`src/rtl/pipeline_hazard_ctrl_if.sv`:
```
// rtl/pipeline_hazard_ctrl_if.sv - hazard/stall controller signal bundle
interface pipeline_hazard_ctrl_if;
    logic [2:0]  IF_ID_src1;
    logic [2:0]  IF_ID_src2;
    logic        IF_ID_uses_src2;
    logic [2:0]  ID_EX_dest;
    logic        ID_EX_reg_write;
    logic        ID_EX_mem_read;
    logic        branch_taken;
    logic        mem_busy;
    logic        pc_write;
    logic        IF_ID_write;
    logic        IF_ID_flush;
    logic        ID_EX_write;
    logic        ID_EX_flush;
    logic        EX_MEM_write;
    logic [15:0] stall_count;

    modport master (
        output IF_ID_src1, IF_ID_src2, IF_ID_uses_src2, ID_EX_dest,
        output ID_EX_reg_write, ID_EX_mem_read, branch_taken, mem_busy,
        input  pc_write, IF_ID_write, IF_ID_flush, ID_EX_write, ID_EX_flush,
        input  EX_MEM_write, stall_count
    );

    modport slave (
        input  IF_ID_src1, IF_ID_src2, IF_ID_uses_src2, ID_EX_dest,
        input  ID_EX_reg_write, ID_EX_mem_read, branch_taken, mem_busy,
        output pc_write, IF_ID_write, IF_ID_flush, ID_EX_write, ID_EX_flush,
        output EX_MEM_write, stall_count
    );
endinterface

```
`src/rtl/pipeline_hazard_ctrl.sv`:
```
// rtl/pipeline_hazard_ctrl.sv - load-use/branch/memory-busy hazard controller
// Mealy controller driving pipeline register enables and flushes.
module pipeline_hazard_ctrl #(
    parameter int STALL_CYCLES = 1
) (
    input  logic                   clk,
    input  logic                   reset,
    pipeline_hazard_ctrl_if.slave  bus
);
    typedef enum logic [1:0] {RUN, STALL, FREEZE} state_t;
    typedef enum logic [1:0] {M_NORMAL, M_BUBBLE, M_FLUSH, M_FREEZE} mode_t;

    localparam logic [2:0] CNT_INIT = (STALL_CYCLES > 1) ? 3'(STALL_CYCLES - 2) : 3'd0;

    state_t      state_q, state_d;
    state_t      saved_q, saved_d;
    state_t      ctx;
    logic [2:0]  cnt_q, cnt_d;
    logic [15:0] stall_count_q, stall_count_d;
    mode_t       mode;
    logic        hazard;

    assign hazard = bus.ID_EX_mem_read & bus.ID_EX_reg_write &
                    ((bus.ID_EX_dest == bus.IF_ID_src1) |
                     (bus.IF_ID_uses_src2 & (bus.ID_EX_dest == bus.IF_ID_src2)));

    always_ff @(posedge clk) begin
        if (reset) begin
            state_q       <= RUN;
            saved_q       <= RUN;
            cnt_q         <= 3'd0;
            stall_count_q <= 16'd0;
        end else begin
            state_q       <= state_d;
            saved_q       <= saved_d;
            cnt_q         <= cnt_d;
            stall_count_q <= stall_count_d;
        end
    end

    always_comb begin
        state_d = state_q;
        saved_d = saved_q;
        cnt_d   = cnt_q;
        mode    = M_NORMAL;
        // Leaving FREEZE behaves exactly like the state that was interrupted.
        ctx     = (state_q == FREEZE) ? saved_q : state_q;
        if (bus.mem_busy) begin
            mode    = M_FREEZE;
            state_d = FREEZE;
            if (state_q != FREEZE) saved_d = state_q;
        end else if (bus.branch_taken) begin
            mode    = M_FLUSH;
            state_d = RUN;
        end else if (ctx == STALL) begin
            mode = M_BUBBLE;
            if (cnt_q == 3'd0) begin
                state_d = RUN;
            end else begin
                cnt_d   = cnt_q - 3'd1;
                state_d = STALL;
            end
        end else if (hazard) begin
            mode = M_BUBBLE;
            if (STALL_CYCLES > 1) begin
                cnt_d   = CNT_INIT;
                state_d = STALL;
            end else begin
                state_d = RUN;
            end
        end else begin
            state_d = RUN;
        end
        if (reset) mode = M_FREEZE;
    end

    always_comb begin
        stall_count_d = stall_count_q;
        if (mode == M_BUBBLE && stall_count_q != 16'hFFFF)
            stall_count_d = stall_count_q + 16'd1;
    end

    always_comb begin
        bus.pc_write     = 1'b1;
        bus.IF_ID_write  = 1'b1;
        bus.IF_ID_flush  = 1'b0;
        bus.ID_EX_write  = 1'b1;
        bus.ID_EX_flush  = 1'b0;
        bus.EX_MEM_write = 1'b1;
        case (mode)
            M_BUBBLE: begin
                bus.pc_write    = 1'b0;
                bus.IF_ID_write = 1'b0;
                bus.ID_EX_flush = 1'b1;
            end
            M_FLUSH: begin
                bus.IF_ID_flush = 1'b1;
                bus.ID_EX_flush = 1'b1;
            end
            M_FREEZE: begin
                bus.pc_write     = 1'b0;
                bus.IF_ID_write  = 1'b0;
                bus.ID_EX_write  = 1'b0;
                bus.EX_MEM_write = 1'b0;
            end
            default: ;
        endcase
    end

    assign bus.stall_count = stall_count_q;
endmodule

```
`src/flat_wrapper.sv`:
```
// flat-port wrapper written by rule: the top's interface ports become plain ports
module pipeline_hazard_ctrl_flat 
#(
    parameter int STALL_CYCLES = 1
)
  (clk, reset, bus_IF_ID_src1, bus_IF_ID_src2, bus_IF_ID_uses_src2, bus_ID_EX_dest, bus_ID_EX_reg_write, bus_ID_EX_mem_read, bus_branch_taken, bus_mem_busy, bus_pc_write, bus_IF_ID_write, bus_IF_ID_flush, bus_ID_EX_write, bus_ID_EX_flush, bus_EX_MEM_write, bus_stall_count);
  pipeline_hazard_ctrl_if bus_i ();
  input  logic clk;
  input  logic reset;
  input wire logic [$bits(bus_i.IF_ID_src1)-1:0] bus_IF_ID_src1;
  input wire logic [$bits(bus_i.IF_ID_src2)-1:0] bus_IF_ID_src2;
  input wire logic [$bits(bus_i.IF_ID_uses_src2)-1:0] bus_IF_ID_uses_src2;
  input wire logic [$bits(bus_i.ID_EX_dest)-1:0] bus_ID_EX_dest;
  input wire logic [$bits(bus_i.ID_EX_reg_write)-1:0] bus_ID_EX_reg_write;
  input wire logic [$bits(bus_i.ID_EX_mem_read)-1:0] bus_ID_EX_mem_read;
  input wire logic [$bits(bus_i.branch_taken)-1:0] bus_branch_taken;
  input wire logic [$bits(bus_i.mem_busy)-1:0] bus_mem_busy;
  output wire logic [$bits(bus_i.pc_write)-1:0] bus_pc_write;
  output wire logic [$bits(bus_i.IF_ID_write)-1:0] bus_IF_ID_write;
  output wire logic [$bits(bus_i.IF_ID_flush)-1:0] bus_IF_ID_flush;
  output wire logic [$bits(bus_i.ID_EX_write)-1:0] bus_ID_EX_write;
  output wire logic [$bits(bus_i.ID_EX_flush)-1:0] bus_ID_EX_flush;
  output wire logic [$bits(bus_i.EX_MEM_write)-1:0] bus_EX_MEM_write;
  output wire logic [$bits(bus_i.stall_count)-1:0] bus_stall_count;
  assign bus_i.IF_ID_src1 = bus_IF_ID_src1;
  assign bus_i.IF_ID_src2 = bus_IF_ID_src2;
  assign bus_i.IF_ID_uses_src2 = bus_IF_ID_uses_src2;
  assign bus_i.ID_EX_dest = bus_ID_EX_dest;
  assign bus_i.ID_EX_reg_write = bus_ID_EX_reg_write;
  assign bus_i.ID_EX_mem_read = bus_ID_EX_mem_read;
  assign bus_i.branch_taken = bus_branch_taken;
  assign bus_i.mem_busy = bus_mem_busy;
  assign bus_pc_write = bus_i.pc_write;
  assign bus_IF_ID_write = bus_i.IF_ID_write;
  assign bus_IF_ID_flush = bus_i.IF_ID_flush;
  assign bus_ID_EX_write = bus_i.ID_EX_write;
  assign bus_ID_EX_flush = bus_i.ID_EX_flush;
  assign bus_EX_MEM_write = bus_i.EX_MEM_write;
  assign bus_stall_count = bus_i.stall_count;
  pipeline_hazard_ctrl #(.STALL_CYCLES(STALL_CYCLES)) u_core (.clk(clk), .reset(reset), .bus(bus_i));
endmodule
```
`config.mk`:
```
export PLATFORM = sky130hd
export DESIGN_NAME = pipeline_hazard_ctrl_flat
export DESIGN_NICKNAME = d
export VERILOG_FILES = /design/src/rtl/pipeline_hazard_ctrl_if.sv /design/src/rtl/pipeline_hazard_ctrl.sv /design/src/flat_wrapper.sv
export SDC_FILE = /design/constraint.sdc
export NUM_CORES = 1
export LEC_CHECK = 0
export ABC_AREA = 1
export BUFFER_PORTS_ARGS = -buffer_cell sky130_fd_sc_hd__clkbuf_2
export CAP_MARGIN = 20
export CORE_UTILIZATION = 47
export DETAILED_ROUTE_END_ITERATION = 7
export GPL_ROUTABILITY_DRIVEN = 0
export PLACE_DENSITY = 0.84
export SKIP_CTS_REPAIR_TIMING = 1
export SLEW_MARGIN = 20
export SYNTH_ARGS = -nofsm -noshare
export SYNTH_HDL_FRONTEND = slang
export SYNTH_SLANG_ARGS = --single-unit
export TNS_END_PERCENT = 1
```
`constraint.sdc`:
```
create_clock -name clk -period 1.95 [get_ports clk]
set_clock_uncertainty 0.15 [all_clocks]
set_input_delay 0.0975 -clock clk [delete_from_list [all_inputs] [get_ports clk]]
set_output_delay 0.0975 -clock clk [all_outputs]
set_load 0.01 [all_outputs]
```
# ---- Word level (Yosys, flattened, before mapping)
# Cells that the tools add are included.
dict set report totals {
  wordCells 45
  inputBits 16
  regBits 23
}
dict set report op_classes {
  muxes 14
  reduce_logical 7
  eq_ne 9
  n_bitwise 8
  add_sub_neg 2
}
# op n
set ops {}
lappend ops {{$add A16 B1 Y16 const B} 1}
lappend ops {{$ne A16 B16 Y1 const B} 1}
lappend ops {{$mux W2} 7}
lappend ops {{$mux W1} 7}
lappend ops {{$eq A2 B2 Y1 const B} 3}
lappend ops {{$eq A3 B3 Y1} 2}
lappend ops {{$eq A2 B1 Y1 const B} 2}
lappend ops {{$not A1 Y1} 4}
lappend ops {{$reduce_and A4 Y1} 1}
lappend ops {{$reduce_or A2 Y1} 2}
lappend ops {{$reduce_or A4 Y1} 1}
lappend ops {{$and A1 B1 Y1} 3}
lappend ops {{$logic_not A3 Y1} 1}
lappend ops {{$sub A3 B1 Y3 const B} 1}
lappend ops {{$ne A2 B2 Y1 const B} 1}
lappend ops {{$reduce_and A2 Y1} 1}
lappend ops {{$logic_and A1 B1 Y1} 1}
lappend ops {{$or A1 B1 Y1} 1}

# ---- Depth between registers and ports, before layout
# Gate-level depths: netlist of run 1.
dict set report logic_depth {
  depth_word 12
  depth_mapped 16
  depth_no_buf 16
}

# ---- Worst setup path before layout of run 1
# OpenSTA, ideal clock, no wires.
dict set report synth_path {
  path_kind {reg-to-reg}
  start {register u_core.state_q[0]}
  end {register u_core.stall_count_q[3] (netlist: u_core.bus.stall_count[3])}
  path_slack_ps -100
  t_arrival_ps 1833
  t_required_ps 1733
  period_less_slack_ps 2050
  setup_time_ps 67
  path_stages_with_launch 13
  cell_sequence {dfxtp_1 inv_1 o21ai_0 inv_1 nand2_1 nand2_1 nand2_1 ha_1 nand2_2 nand2_4 buf_6 nand2_2 a21oi_2}
}
dict set report synth_via {
  elab_chain_len 9
}
# element line_no
set synth_lines {}
lappend synth_lines {{from (decl)} pipeline_hazard_ctrl.sv:15} ;# state_t state_q, state_d;
lappend synth_lines {{from (signal assigned)} pipeline_hazard_ctrl.sv:34} ;# state_q <= state_d;
lappend synth_lines {{$eq A2 B2 Y1} pipeline_hazard_ctrl.sv:47} ;# ctx = (state_q == FREEZE) ? saved_q : state_q;
lappend synth_lines {{$mux W2 (*)} pipeline_hazard_ctrl.sv:47}
lappend synth_lines {{$eq A2 B1 Y1 (*)} pipeline_hazard_ctrl.sv:55} ;# end else if (ctx == STALL) begin
lappend synth_lines {{$mux W2 (*)} pipeline_hazard_ctrl.sv:55}
lappend synth_lines {{$mux W2 (*)} pipeline_hazard_ctrl.sv:52} ;# end else if (bus.branch_taken) begin
lappend synth_lines {{$mux W2 (*)} pipeline_hazard_ctrl.sv:48} ;# if (bus.mem_busy) begin
lappend synth_lines {{$mux W2 (*)} pipeline_hazard_ctrl.sv:74} ;# if (reset) mode = M_FREEZE;
lappend synth_lines {{$eq A2 B1 Y1 (*)} pipeline_hazard_ctrl.sv:79} ;# if (mode == M_BUBBLE && stall_count_q != 16'hFFFF)
lappend synth_lines {{$logic_and A1 B1 Y1 (*)} pipeline_hazard_ctrl.sv:79}
lappend synth_lines {{to (signal assigned)} pipeline_hazard_ctrl.sv:37} ;# stall_count_q <= stall_count_d;
lappend synth_lines {{to (decl)} pipeline_hazard_ctrl.sv:19} ;# logic [15:0] stall_count_q, stall_count_d;
# Mark *: on every way between the ends. The rest lies on a longest branch, timed or not.
# A chain may end at the register's enable or synchronous reset.

# ---- Final worst setup path of run 1
dict set report layout_path {
  start {register u_core.state_q[0]}
  end {register u_core.stall_count_q[15] (netlist: u_core.bus.stall_count[15])}
}
# The elaborated chain is that of the path after synthesis.

==> impl_results.md, run 1 <==
* Die ar. at 0.00343 mm^2
* Worst Tran Pin Value at around 0.33 ns
* Row count at 20
* Final setup fails at 0
* Largest stage delay on the critical path at 0.37 ns
* Fmax at about 550 MHz
* Post-route ant nets at 0
* CP bufs+invs at 2
* Placed cells at roughly 310
* Via density at 4.76
* Synth Instances at between 200 and 250
* Yosys warns at 0
* Vias after detailed routing at 1499
* CTS buffer count at 3
* Most frequent CP cell: nand2_1
* Tot GR Track Use at 0.198
* Post-DP HPWL at 2460 um
* Yosys cell types at 25
* Simple-Gate Fraction of Synth Area at 0.403
* Mean Syn Cell Area at about 6.6 um^2
* I/O pin count at 38
* Worst path cell trace: inv_1 > o21ai_1 > inv_1 > nand2_1 > nand2_1 > nand2_1 > ha_2 > nand2_2 > nand2_8 > nand3_1 > nand2_1 > nor2_1
* N_diodes at 0
* H-tree levels at 1
* Clock Path Buffers at 2
* Kind of critical path: flip-flop to flip-flop
* Asr flop ratio synth at 0
* CP required at 2.02 ns
* Max_slew headroom at 0.783
* Worst setup margin at about 0.14 ns
* Initial Utilization at 0.492
* WL/cell at 10.0 um
* Compound-Gate Fraction of Synth Area at 0.0916
* Total power at 0.000822 W
* #FFs+latches synth at 23
* Fin crit period at between 1.5 and 2 ns
* Adder-cell share of the synthesized area at 0.0500
* Most common cell after layout, fill and taps aside: nand2_1
* Fin nets at 294
* Die width at ~59 um
* CP Launch Type: flip-flop
* Initial DRC Count at 65
* WP data arrival at 1.88 ns
* Top FF cell, synth: dfxtp_1
* CTS tree: done
* Slowest-stage cell, CP: dfxtp_1
* Leak at 0.823 nW
* Largest family of logic cells by synthesized area: simple AND/OR/NAND/NOR gates
* Port bufs at 37
* GRT overflow at 0
* Vias in the first global route at 1350
* Area of the mapped netlist at 0.00150 mm^2
* Hold Path Class: input pin to flip-flop
* Syn_nets at approximately 250
* Slew Limit Fails at 0
* Fin. Hold Viols at 0
* Pre-CTS setup slack at 0.0582 ns
* Mux share of post-synthesis cell area at 0
* Hold Slack at 0.125 ns
* Non-Filler Instances at approximately 320
* Pin count of the biggest net entering global routing at 16
* EDFF count, synth at 0
* Area Growth Syn to Fin at 20.9%
* 1st-pass router iterations at 4
* CP max FO at 15
* Final period util at 0.930
* Worst-path clk slew at ~0.12 ns
* PwrDens at 452 mW/mm^2
* Most frequent cells in the layout: 57 x nand2_1, 37 x clkbuf_2, 31 x inv_1, 28 x nor2_1, 22 x dfxtp_1
* Synth Area in XOR/XNOR at 0.0466
* Max-Cap Viols at 0
* First-pass GRT wire length at 5290 um
* Run status: finished clean
* Final core occ at 0.595
* Reg2Reg Setup Slack at 0.14 ns
* Clk Latency, worst-skew pair at between 0.3 and 0.4 ns
* Crit path max-delay family: simple AND/OR/NAND/NOR gates
* Routed Wire Length at 3160 um
* Root buffer cell: clkbuf_4
* Maximum vdd drop at ~0.00033 V
* Initial antenna violation count at 0
* Die height at a little under 60 um
* DRC at 0
* Seq/Total Area, Yosys at 0.306
* Crit. End Element: flip-flop
* Clock sink total at 23
* RSZ-0062 raised after global routing: true
* Core Region at roughly 0.0031 mm^2
* Share of layout cells above drive strength 1 at 0.277
stage by stage:
step           setup TNS, ns  cell area, um^2
4_1_cts                    0             1780
5_1_grt              -0.0755             1820
3_3_place_gp               0             1750
2_1_floorplan              0             1500
6_report                   0             1820
3_5_place_dp               0             1750
registers in the layout (all words and copies together) (netlist names):
| register | cells |
|---|---|
| u_core.saved_q | 2 |
| u_core.bus.stall_count | 16 |
| u_core.cnt_q | 3 |
| u_core.state_q | 2 |
kinds of logic (layout without fill, tap and decap cells):
family / Yosys count / after routing
compound gates: 23 / 23
xor+xnor: 8 / 8
fa+ha+maj: 6 / 6
buf+inv: 37 / 81
flops: 23 / 23
simple gates: 130 / 130
layout make-up:
| cell class | count | area, um^2 |
|---|---|---|
| Fill cell | 297 | 1240 |
| Clock inverter | 1 | 5.00 |
| Clock buffer | 3 | 22.5 |
| Tap cell | 44 | 55.1 |
| Sequential cell | 23 | 462 |
| Inverter | 32 | 120 |
| Multi-Input combinational cell | 167 | 902 |
| Timing Repair Buffer | 45 | 250 |
worst paths after layout:
kind | depth (start not counted) | start | end
max | 12 | u_core.state_q[0]$_SDFF_PP0_ | u_core.bus.stall_count[15]$_SDFFE_PP0P_
min reg2reg | 2 | u_core.saved_q[1]$_SDFFE_PP0P_ | u_core.saved_q[1]$_SDFFE_PP0P_
min | 6 | bus_branch_taken | u_core.cnt_q[0]$_SDFFE_PP0P_
max reg2reg | 12 | u_core.state_q[0]$_SDFF_PP0_ | u_core.bus.stall_count[15]$_SDFFE_PP0P_
Yosys cell counts, types with 2 or more instances:
cell type	n	area, um^2
xnor2_1	5	43.8
nand3_1	18	90.1
clkbuf_1	2	7.51
buf_4	2	15.0
nand4_1	6	37.5
nor2_1	29	109
inv_1	31	116
o21ai_0	5	25.0
nand2_2	12	75.1
ha_1	6	75.1
nand2_4	2	22.5
nand2_1	57	214
a21oi_2	5	43.8
a21oi_1	12	60.1
dfxtp_1	23	460
xor2_1	3	26.3
per-layer routing:
layer  global-route usage  vias to the layer above  wire [um]
li1                     -                      799          -
met5                    0                        -          0
met3               0.0462                        6        106
met1                0.219                      660       1420
met4               0.0816                        0         50
met2                0.363                       34       1580
power by group:
part | switching (W) | internal, W | leakage, nW
clock network | 0.000146 | 0.0000767 | 0.0177
registers | 0.00000461 | 0.000476 | 0.186
logic | 0.0000704 | 0.0000479 | 0.619
worst min-delay path, cell delays in order:
cell and delay [ns]:
clkbuf_2 0.08, inv_1 0.06, nand2_1 0.08, a21oi_1 0.08, nand3_1 0.09, a21oi_1 0.06
Power figures use the tool's default switching activity.
==> inputs of run 2 (changes only) <==
--- a/config.mk
+++ b/config.mk
@@ -8,10 +8,12 @@
 export ABC_AREA = 1
 export BUFFER_PORTS_ARGS = -buffer_cell sky130_fd_sc_hd__clkbuf_2
 export CAP_MARGIN = 20
-export CORE_UTILIZATION = 47
+export CELL_PAD_IN_SITES_DETAIL_PLACEMENT = 0
+export CELL_PAD_IN_SITES_GLOBAL_PLACEMENT = 1
+export CORE_UTILIZATION = 39
 export DETAILED_ROUTE_END_ITERATION = 7
 export GPL_ROUTABILITY_DRIVEN = 0
-export PLACE_DENSITY = 0.84
+export PLACE_DENSITY = 0.93
 export SKIP_CTS_REPAIR_TIMING = 1
 export SLEW_MARGIN = 20
 export SYNTH_ARGS = -nofsm -noshare
==> constraint.sdc (replaced) <==
create_clock -name clk -period 2.2 [get_ports clk]
set_clock_uncertainty 0.15 [all_clocks]
set_input_delay 0.11 -clock clk [delete_from_list [all_inputs] [get_ports clk]]
set_output_delay 0.11 -clock clk [all_outputs]
set_load 0.01 [all_outputs]
==> run 2 against run 1 <==
Utilization shrank 10 points. Via count fell by 1.0%. Power shrank 3.7%. Fmax decreased by 8.0%. Hold slack gained 0.050 ns.
==> impl_results.md, run 2 (synthesis results as in run 1) <==
* CTS tree: done
* Fin. Hold Viols at 0 (unchanged)
* CP max FO at 8 (-7)
* DRC at 0 (unchanged)
* Clock share of power at 0.331 (+0.060)
* Post-DP HPWL at 2560 um (+4.1%)
* Clock Path Buffers at 2 (unchanged)
* Vias in the first global route at 1371 (+1.6%)
* Row count at 22 (+10%)
* Via density at 4.70 (-1.3%)
* Share of layout cells above drive strength 1 at 0.257 (-0.0193)
* Final setup fails at 0 (unchanged)
* Kind of critical path: flip-flop to flip-flop
* Most frequent cells in the layout: 57 x nand2_1, 37 x clkbuf_2, 31 x inv_1, 29 x nor2_1, 23 x dfxtp_1
* Max-Cap Viols at 0 (unchanged)
* WL/cell at 10.3 um (+2.2%)
* Initial DRC Count at 47 (-28%)
* Tot GR Track Use at 0.179 (-0.0195)
* Run status: finished clean
* Fin crit period at 1.97 ns (+0.159 ns)
* Post-route ant nets at 0 (unchanged)
* Hold path depth at 6 (unchanged)
* Core Region at 0.00369 mm^2 (+21%)
* PwrDens at 436 mW/mm^2 (-3.5%)
* Fmax at 507 MHz (-8.0%)
* Hold_sp: bus_branch_taken
* Pin count of the biggest net entering global routing at 16 (unchanged)
* Clock sink total at 23 (unchanged)
* CP required at 2.21 ns (+0.19 ns)
* Initial Utilization at 0.407 (-0.0848)
* Max_slew headroom at 0.786 (+0.00340)
* N_diodes at 0 (unchanged)
* Clk Latency, worst-skew pair at 0.26 ns (-0.06 ns)
* Port bufs at 37 (unchanged)
* Vias after detailed routing at 1484 (-1.0%)
* Slew Limit Fails at 0 (unchanged)
* Reg-to-reg endpoint: u_core.bus.stall_count[12]$_SDFFE_PP0P_
* Setup TNS at 0 ns (unchanged)
* Worst Tran Pin Value at 0.320 ns (-0.00510 ns)
* Final period util at 0.896 (-0.0335)
* Net Sw Power at 0.000199 W (-9.8%)
* Root buffer cell: clkbuf_8
* Die width at 64.1 um (+9.4%)
* Area Growth Syn to Fin at 20.6%
* R2R Path Start: u_core.state_q[0]$_SDFF_PP0_
* Reg2Reg Setup Slack at 0.23 ns (+0.09 ns)
* Switch share at 0.252 (-0.0170)
* Max FFs per register at 16 (unchanged)
* FILL cells at 417 (+40%)
* Crit. End Element: flip-flop
* First-pass GRT wire length at 5920 um (+12%)
* Worst-path clk slew at 0.08 ns (-0.04 ns)
* Combinational share of power at 0.132 (-0.012)
* Die ar. at 0.00410 mm^2 (+20%)
* RSZ-0062 raised after global routing: false
* Hold endpoint: u_core.cnt_q[0]$_SDFFE_PP0P_
* GRT overflow at 0 (unchanged)
* H-tree levels at 1 (unchanged)
* Initial antenna violation count at 0 (unchanged)
* Sequential power share at 0.537 (-0.048)
* Worst r2r path cells at 11 (-1)
* Hold Path Class: input pin to flip-flop
* Placed cells at 310 (+0.32%)
* Leak at 0.813 nW (-1.3%)
* Most common cell after layout, fill and taps aside: nand2_1
* CP Launch Type: flip-flop
* I/O pin count at 38 (unchanged)
* Die height at 64.1 um (+9.4%)
* WP data arrival at 1.98 ns (+0.10 ns)
* Routed Wire Length at 3240 um (+2.5%)
* Non-Filler Instances at 316 (+0.32%)
* CTS buffer count at 3 (unchanged)
* 1st-pass router iterations at 6 (+2)
* Fin nets at 291 (-1.0%)
* Internal Power at 0.000591 W (-1.5%)
* Maximum vdd drop at 0.000389 V (+17%)
-- run 2: cell types whose count changed in the layout (fill, tap and decap cells not counted) --
cell / change
nor2_1: +1
dfxtp_2: -1
clkbuf_4: -3
dfxtp_1: +1
o21ai_0: +1
nor2_2: -1
clkinv_2: -1
buf_4: -3
clkbuf_1: +1
o21ai_1: -1
clkbuf_8: +3
-- run 2: area by class of cell --
cell class / instances / area, um^2 / area share
tap: 48 / 60.1 / 0.0331
inverter: 32 / 120 / 0.0663
sequential: 23 / 460 / 0.254
timing repair buffer: 42 / 228 / 0.126
multi-input combinational: 167 / 900 / 0.496
clock buffer: 4 / 45.0 / 0.0248
-- run 2: power groups by stage --
stage	Sequential (W)	Clock, W	Combinational [W]
4_1_cts	0.000425	0.000269	0.000100
3_5_place_dp	0.000435	0	0.0000998
6_report	0.000425	0.000262	0.000104
5_1_grt	0.000426	0.000286	0.000118
2_1_floorplan	0.000437	0	0.0000631
3_3_place_gp	0.000435	0	0.0000984
-- run 2: metal layers --
layer | track usage | part of all wire | vias to the layer above
met1 | 0.236 | 0.50 | 663
met5 | 0 | 0 | -
met3 | 0.0321 | 0.033 | 2
li1 | - | - | 793
met4 | 0.0256 | 0.0043 | 0
met2 | 0.306 | 0.46 | 26
-- run 2: metrics by stage --
step,hold slack [ns],setup slack [ns],instance area [um^2],utilization,total power (W)
after floorplan,0.116,0.150,1500,-,0.000500
after global placement,0.222,0.189,1740,0.471,0.000533
after detailed placement,0.227,0.123,1740,0.471,0.000535
after CTS,-0.0578,0.107,1780,0.483,0.000794
after global routing,0.254,0.0230,1810,0.492,0.000830
final,0.175,0.229,1810,0.492,0.000791
-- run 2: worst max-delay path, cell delays in order, from the launching register on --
cell and delay, ns:
dfxtp_1 0.35, inv_1 0.05, o21ai_0 0.21, inv_1 0.07, nand2_1 0.08, nand2_1 0.05
nand2_1 0.09, ha_2 0.27, nand2_2 0.18, nor2_1 0.19, xnor2_1 0.14, nor2_1 0.05
-- run 2: worst max path at each step --
stage	start	endpoint	cells past startpoint
final	u_core.state_q[0]$_SDFF_PP0_	u_core.bus.stall_count[12]$_SDFFE_PP0P_	11
after global routing	u_core.state_q[0]$_SDFF_PP0_	u_core.bus.stall_count[15]$_SDFFE_PP0P_	12
after CTS	u_core.state_q[0]$_SDFF_PP0_	u_core.bus.stall_count[15]$_SDFFE_PP0P_	12
after detailed placement	u_core.state_q[0]$_SDFF_PP0_	u_core.bus.stall_count[15]$_SDFFE_PP0P_	12
after global placement	u_core.state_q[0]$_SDFF_PP0_	u_core.bus.stall_count[15]$_SDFFE_PP0P_	12
after floorplan	u_core.state_q[0]$_SDFF_PP0_	u_core.bus.stall_count[3]$_SDFFE_PP0P_	12
